--- src/rtl/mult_div_pkg.sv ---
// Shared types and constants for the multicycle multiply/divide unit.
package mult_div_pkg;

    localparam int unsigned MD_ITER  = 32;
    localparam int unsigned MD_CNT_W = $clog2(MD_ITER);

    typedef enum logic [1:0] {
        ST_IDLE,
        ST_MULT,
        ST_DIV,
        ST_FINISH
    } md_state_t;

    typedef enum logic {
        MD_MULT,
        MD_DIV
    } md_op_t;

endpackage

--- src/rtl/mult_div_if.sv ---
// Control-unit side of the multiply/divide unit: launch, operands, HI/LO, status.
interface mult_div_if #(
    parameter int unsigned WIDTH = 32
);
    logic             start_mult;
    logic             start_div;
    logic [WIDTH-1:0] op_a;
    logic [WIDTH-1:0] op_b;
    logic             hi_write;
    logic             lo_write;
    logic [WIDTH-1:0] hi;
    logic [WIDTH-1:0] lo;
    logic             busy;
    logic             done;
    logic             div_zero;

    modport master (
        output start_mult, start_div, op_a, op_b, hi_write, lo_write,
        input  hi, lo, busy, done, div_zero
    );

    modport slave (
        input  start_mult, start_div, op_a, op_b, hi_write, lo_write,
        output hi, lo, busy, done, div_zero
    );
endinterface

--- src/rtl/md_negate.sv ---
// Conditional two's-complement: y = neg ? -x : x.
module md_negate #(
    parameter int unsigned W = 32
) (
    input  logic [W-1:0] x,
    input  logic         neg,
    output logic [W-1:0] y
);
    always_comb y = neg ? (~x + W'(1)) : x;
endmodule

--- src/rtl/mult_div_unit.sv ---
// Multicycle signed multiply/divide with architectural HI/LO registers.
// Shift-add multiply and restoring divide on magnitudes, one bit per cycle.
module mult_div_unit
    import mult_div_pkg::*;
#(
    parameter int unsigned WIDTH = 32
) (
    input  logic      clock,
    input  logic      reset,
    mult_div_if.slave bus
);
    localparam int unsigned        W2       = 2 * WIDTH;
    localparam logic [MD_CNT_W-1:0] CNT_LAST = MD_CNT_W'(MD_ITER - 1);

    md_state_t            state_q, state_d;
    md_op_t               op_q, op_d;
    logic [MD_CNT_W-1:0]  cnt_q, cnt_d;
    logic [W2-1:0]        acc_q, acc_d;
    logic [WIDTH:0]       mag_q, mag_d;
    logic                 neg_lo_q, neg_lo_d;
    logic                 neg_hi_q, neg_hi_d;
    logic                 dz_q, dz_d;
    logic [WIDTH-1:0]     hi_q, hi_d;
    logic [WIDTH-1:0]     lo_q, lo_d;
    logic                 busy_q, busy_d;
    logic                 done_q, done_d;
    logic                 div_zero_q, div_zero_d;

    logic [WIDTH-1:0]     abs_a_c, abs_b_c;
    logic [W2-1:0]        prod_c;
    logic [WIDTH-1:0]     quot_c, rem_c;
    logic [WIDTH:0]       mult_sum_c;
    logic [W2-1:0]        mult_next_c;
    logic [WIDTH:0]       div_shift_c;
    logic                 div_ge_c;
    logic [WIDTH-1:0]     div_rem_c;
    logic [W2-1:0]        div_next_c;

    // Magnitudes at start; the most negative value maps onto its unsigned magnitude.
    md_negate #(.W(WIDTH)) u_abs_a (.x(bus.op_a), .neg(bus.op_a[WIDTH-1]), .y(abs_a_c));
    md_negate #(.W(WIDTH)) u_abs_b (.x(bus.op_b), .neg(bus.op_b[WIDTH-1]), .y(abs_b_c));

    // Sign application at FINISH; remainder follows the dividend sign.
    md_negate #(.W(W2))    u_prod  (.x(acc_q), .neg(neg_lo_q), .y(prod_c));
    md_negate #(.W(WIDTH)) u_quot  (.x(acc_q[WIDTH-1:0]), .neg(neg_lo_q), .y(quot_c));
    md_negate #(.W(WIDTH)) u_rem   (.x(acc_q[W2-1:WIDTH]), .neg(neg_hi_q), .y(rem_c));

    // acc holds {partial product, multiplier} for mult and {remainder, quotient} for div.
    always_comb begin
        mult_sum_c  = {1'b0, acc_q[W2-1:WIDTH]} + (acc_q[0] ? mag_q : '0);
        mult_next_c = {mult_sum_c, acc_q[WIDTH-1:1]};
        div_shift_c = {acc_q[W2-1:WIDTH], acc_q[WIDTH-1]};
        div_ge_c    = (div_shift_c >= mag_q);
        div_rem_c   = div_ge_c ? WIDTH'(div_shift_c - mag_q) : div_shift_c[WIDTH-1:0];
        div_next_c  = {div_rem_c, acc_q[WIDTH-2:0], div_ge_c};
    end

    always_ff @(posedge clock or negedge reset) begin
        if (!reset) state_q <= ST_IDLE;
        else        state_q <= state_d;
    end

    always_comb begin
        state_d = state_q;
        case (state_q)
            ST_IDLE: begin
                if (bus.start_mult)     state_d = ST_MULT;
                else if (bus.start_div) state_d = ST_DIV;
            end
            ST_MULT:   if (cnt_q == CNT_LAST)         state_d = ST_FINISH;
            ST_DIV:    if (dz_q || cnt_q == CNT_LAST) state_d = ST_FINISH;
            ST_FINISH: if (done_q)                    state_d = ST_IDLE;
            default:   state_d = ST_IDLE;
        endcase
    end

    always_comb begin
        op_d       = op_q;
        cnt_d      = cnt_q;
        acc_d      = acc_q;
        mag_d      = mag_q;
        neg_lo_d   = neg_lo_q;
        neg_hi_d   = neg_hi_q;
        dz_d       = dz_q;
        hi_d       = hi_q;
        lo_d       = lo_q;
        done_d     = 1'b0;
        div_zero_d = 1'b0;
        busy_d     = (state_d != ST_IDLE);

        case (state_q)
            ST_IDLE: begin
                if (bus.start_mult || bus.start_div) begin
                    op_d     = bus.start_mult ? MD_MULT : MD_DIV;
                    cnt_d    = '0;
                    mag_d    = {1'b0, bus.start_mult ? abs_a_c : abs_b_c};
                    acc_d    = {WIDTH'(0), bus.start_mult ? abs_b_c : abs_a_c};
                    neg_lo_d = bus.op_a[WIDTH-1] ^ bus.op_b[WIDTH-1];
                    neg_hi_d = bus.op_a[WIDTH-1];
                    dz_d     = !bus.start_mult && (bus.op_b == '0);
                end else begin
                    if (bus.hi_write) hi_d = bus.op_a;
                    if (bus.lo_write) lo_d = bus.op_a;
                end
            end
            ST_MULT: begin
                acc_d = mult_next_c;
                cnt_d = cnt_q + MD_CNT_W'(1);
            end
            ST_DIV: begin
                if (!dz_q) begin
                    acc_d = div_next_c;
                    cnt_d = cnt_q + MD_CNT_W'(1);
                end
            end
            ST_FINISH: begin
                // First FINISH cycle loads results; second one holds done high before IDLE.
                if (!done_q) begin
                    done_d = 1'b1;
                    if (op_q == MD_MULT) begin
                        {hi_d, lo_d} = prod_c;
                    end else if (dz_q) begin
                        div_zero_d = 1'b1;
                    end else begin
                        lo_d = quot_c;
                        hi_d = rem_c;
                    end
                end
            end
            default: ;
        endcase
    end

    always_ff @(posedge clock or negedge reset) begin
        if (!reset) begin
            op_q       <= MD_MULT;
            cnt_q      <= '0;
            acc_q      <= '0;
            mag_q      <= '0;
            neg_lo_q   <= 1'b0;
            neg_hi_q   <= 1'b0;
            dz_q       <= 1'b0;
            hi_q       <= '0;
            lo_q       <= '0;
            busy_q     <= 1'b0;
            done_q     <= 1'b0;
            div_zero_q <= 1'b0;
        end else begin
            op_q       <= op_d;
            cnt_q      <= cnt_d;
            acc_q      <= acc_d;
            mag_q      <= mag_d;
            neg_lo_q   <= neg_lo_d;
            neg_hi_q   <= neg_hi_d;
            dz_q       <= dz_d;
            hi_q       <= hi_d;
            lo_q       <= lo_d;
            busy_q     <= busy_d;
            done_q     <= done_d;
            div_zero_q <= div_zero_d;
        end
    end

    assign bus.hi       = hi_q;
    assign bus.lo       = lo_q;
    assign bus.busy     = busy_q;
    assign bus.done     = done_q;
    assign bus.div_zero = div_zero_q;

endmodule

--- src/flat_wrapper.sv ---
// flat-port wrapper written by rule: the top's interface ports become plain ports
module mult_div_unit_flat import mult_div_pkg::*;
#(
    parameter int unsigned WIDTH = 32
)
  (clock, reset, bus_start_mult, bus_start_div, bus_op_a, bus_op_b, bus_hi_write, bus_lo_write, bus_hi, bus_lo, bus_busy, bus_done, bus_div_zero);
  mult_div_if #(.WIDTH(WIDTH)) bus_i ();
  input  logic clock;
  input  logic reset;
  input wire logic [$bits(bus_i.start_mult)-1:0] bus_start_mult;
  input wire logic [$bits(bus_i.start_div)-1:0] bus_start_div;
  input wire logic [$bits(bus_i.op_a)-1:0] bus_op_a;
  input wire logic [$bits(bus_i.op_b)-1:0] bus_op_b;
  input wire logic [$bits(bus_i.hi_write)-1:0] bus_hi_write;
  input wire logic [$bits(bus_i.lo_write)-1:0] bus_lo_write;
  output wire logic [$bits(bus_i.hi)-1:0] bus_hi;
  output wire logic [$bits(bus_i.lo)-1:0] bus_lo;
  output wire logic [$bits(bus_i.busy)-1:0] bus_busy;
  output wire logic [$bits(bus_i.done)-1:0] bus_done;
  output wire logic [$bits(bus_i.div_zero)-1:0] bus_div_zero;
  assign bus_i.start_mult = bus_start_mult;
  assign bus_i.start_div = bus_start_div;
  assign bus_i.op_a = bus_op_a;
  assign bus_i.op_b = bus_op_b;
  assign bus_i.hi_write = bus_hi_write;
  assign bus_i.lo_write = bus_lo_write;
  assign bus_hi = bus_i.hi;
  assign bus_lo = bus_i.lo;
  assign bus_busy = bus_i.busy;
  assign bus_done = bus_i.done;
  assign bus_div_zero = bus_i.div_zero;
  mult_div_unit #(.WIDTH(WIDTH)) u_core (.clock(clock), .reset(reset), .bus(bus_i));
endmodule
--- config.mk ---
export PLATFORM = sky130hd
export DESIGN_NAME = mult_div_unit_flat
export DESIGN_NICKNAME = d
export VERILOG_FILES = /design/src/rtl/mult_div_pkg.sv /design/src/rtl/mult_div_if.sv /design/src/rtl/md_negate.sv /design/src/rtl/mult_div_unit.sv /design/src/flat_wrapper.sv
export SDC_FILE = /design/constraint.sdc
export NUM_CORES = 1
export LEC_CHECK = 0
export CAP_MARGIN = 20
export CORE_ASPECT_RATIO = 0.6
export CORE_UTILIZATION = 50
export CTS_BUF_LIST = sky130_fd_sc_hd__clkbuf_4 sky130_fd_sc_hd__clkbuf_8
export DETAILED_ROUTE_END_ITERATION = 16
export PLACE_DENSITY = 0.71
export REMOVE_ABC_BUFFERS = 1
export SYNTH_ARGS = -nofsm -noshare
export SYNTH_HDL_FRONTEND = slang
export SYNTH_SLANG_ARGS = --single-unit
--- constraint.sdc ---
create_clock -name clock -period 3.6 [get_ports clock]
set_input_delay 0.54 -clock clock [delete_from_list [all_inputs] [get_ports clock]]
set_output_delay 0.54 -clock clock [all_outputs]
set_load 0.01 [all_outputs]
==> flow_summary.toml <==
[grt]
grt_overflow_total = 0
grt_usage_pct = 39.7
grt_max_degree = 72
grt_pass1_wl_mm = 92.1
antenna_found_initial = 1
grt_pass1_vias = 15000

[pwr]
vdd_drop_max_v = 0.000480
total_power_uw = 19600
powerDensity_nw_per_um2 = 1070
p_leak_uw = 0.00810

[synthesis]
ys_seq_elements = 174
ys_seq_area_share_pct = 28.7
synthCells = 1951
syn_area_sq_um = 15200
yosys.area.top_type = "dfrtp_1"
ys_types = 85
synth_area_leaders = "dfrtp_1 29%, o21ai_0 6.4%, ha_1 6.1%"
synth_area_per_cell_sq_um = 7.78
ys.warnings.count = 0
synth.top_cell.area_share_pct = 28.7
synth-main-ff-cell = "dfrtp_1"
synth_edf_count = 0
async_flop_share_pct = 100

[finish]
drive_gt1_share_pct = 11.4
fin_util_pct = 62.4
area.growth.synth_to_final_pct = 20.5
final_cells = 2538
antennaDiodeCount = 0
num-nets-final = 2271
fill_cells = 2742

[clocking]
h-tree-depth = 4
clkTransAtPathRegs_ns = 0.11
numCtsBuffers = 17
cts_sinks = 174
root_buffer = "clkbuf_8"
clock_path_buffers = 2
insertion_delay_ns = 0.52
cts_tree = "done"

[die]
die_w_microns = 227
die_y_microns = 137
std_cell_rows = 48
dieArea_sq_um = 31100
core_area_sq_um = 29300
initial_core_util_pct = 51.8
io_pins = 137

[setup_path]
endpoint_kind = "register"
arrival_ns = 3.94
cp.required_ns = 4.01
reg2reg_from = "u_core.acc_q[41]"
reg2reg_slack_ns = 0.07
rr_worst_depth = 10
startpoint_type = "register"
r2r-end = "u_core.acc_q[61]"
path_class = "register to register"
cp_max_fo = 8

[drt]
wirelength_mm = 60.8
drt_iter0_drc = 2267
routed-via-count = 16500
first_pass_iters = 8
ant_nets = 0
wl_per_cell_microns = 23.9
drc_errors = 0
vias_per_cell = 6.51

[placed_design]
dpl.cell_count = 2505
io_buffers = 136
dp_hpwl_mm = 46.6
post-place-ws_ns = -0.0661
place.gp.congestion = 1.06

[timing]
period_needed_ns = 3.53
slew_headroom_pct = 31.2
hold_viol = 0
setup_violations = 0
setup_slack_ns = 0.0686
rsz0062_at_grt = "true"
holdWs_ns = 0.0412
slew_viol_final = 0
tightest_slew_ns = 1.02
timing.fmax_mhz = 283
timing.final.crit_share_pct = 98.1
clock_skew_ns = 0.0160

[status]
status = "complete, no violations"

[flow_run]
drv_cap = 0

[worst_hold_path]
hold_path_class = "input pin to async pin"
kinds of logic after synthesis:
family	synth area share [%]
AO/OA/AOI/OAI	28.3
flip-flops	28.7
AND/OR/NAND/NOR	19.4
XOR/XNOR	9.58
buffers and inverters	5.09
multiplexers	2.56
adder cells (fa/ha/maj)	6.36
state kept, by name, indices dropped and copies added (netlist names), 2 cells and up:
name and cells:
u_core.bus.lo 32, u_core.bus.hi 32, u_core.mag_q 32, u_core.state_q 2, u_core.acc_q 64, u_core.cnt_q 5
cell type report:
type	count	area (sq um)	area share [%]
Clock buffer	20	275	1.50
Timing Repair Buffer	291	2580	14.1
Tap cell	400	500	2.74
Clock inverter	12	195	1.07
Multi-Input combinational cell	1576	10100	55.4
Inverter	65	246	1.35
Sequential cell	174	4360	23.8
Yosys cell counts (32+ instances only):
cell type / n
o21ai_0: 195
clkbuf_1: 118
inv_1: 63
ha_1: 74
a21o_1: 51
nor3_1: 34
a22oi_1: 46
xnor2_1: 84
o22ai_1: 32
xor2_1: 82
a21oi_1: 138
nand2_1: 229
nor2_1: 172
dfrtp_1: 174
power by group:
part           switching, uW  leakage, uW  internal (uW)
combinational           8720      0.00569           5380
sequential               937      0.00218           2890
clock                    859     0.000239            833
timing repair:
| action | CTS | global route |
|---|---|---|
| setup buffers | 0 | 0 |
| pin swaps | 0 | 4 |
| setup endpoints to repair | 2 | 9 |
| resized for setup | 3 | 10 |
| hold buffers | 0 | 0 |
| hold endpoints to repair | 0 | 0 |
stage by stage:
stage / setup TNS, ns / area (sq um)
finish: 0 / 18300
global route: -0.0839 / 18300
CTS: 0 / 18300
detailed placement: -0.193 / 17800
global placement: 0 / 17800
floorplan: -106.23 / 14700
worst max-delay path: stages, from the launching register on:
cell and delay [ns]:
dfrtp_1 0.47, ha_1 0.48, nand4_1 0.26, nor4_1 0.59, nand3_1 0.17, nand4_1 0.13, o21ba_2 0.19, nor2_2 0.20
buf_4 0.20, nand3_1 0.40, o221ai_1 0.35
layout by cell type (no fill, tap or decap), drive strengths merged, types with 9 or more instances in the layout:
cell type,synthesis,layout
nand2,230,230
o21ai,215,215
dfrtp,174,174
nor2,174,174
buf,18,157
a21oi,138,138
clkdlybuf4s50,0,134
xnor2,84,84
xor2,82,82
ha,74,74
inv,63,69
a21o,51,51
a22oi,46,46
nor3,35,35
o22ai,32,32
mux2i,31,31
o31ai,30,30
a211oi,27,27
nand3,22,22
nor4,22,22
or3,21,21
clkbuf,118,20
a221oi,18,18
nand4,17,17
o41ai,17,17
o211ai,16,16
or4,15,15
a31oi,14,14
nand2b,13,13
and3,12,12
or2,10,10
a32oi,10,10
and2,9,9
nor2b,9,9
worst max path at each step:
stage | startpoint | to | depth (start not counted)
after floorplan | u_core.state_q[1] | u_core.bus.hi[29] | 8
after global placement | bus_op_a[13] | u_core.acc_q[29] | 10
after detailed placement | u_core.acc_q[0] | u_core.acc_q[61] | 15
after CTS | u_core.acc_q[0] | u_core.acc_q[58] | 13
after global routing | u_core.acc_q[0] | u_core.acc_q[62] | 13
final | u_core.acc_q[41] | u_core.acc_q[61] | 10
layer usage:
| metal | vias up | GRT usage [%] | share of wire (%) |
|---|---|---|---|
| met5 | - | 0 | 0 |
| met4 | 0 | 11.4 | 2.5 |
| met3 | 89 | 9.92 | 13 |
| met2 | 1090 | 54.0 | 39 |
| met1 | 7882 | 60.6 | 46 |
| li1 | 7460 | - | - |
Power figures use the tool's default switching activity.
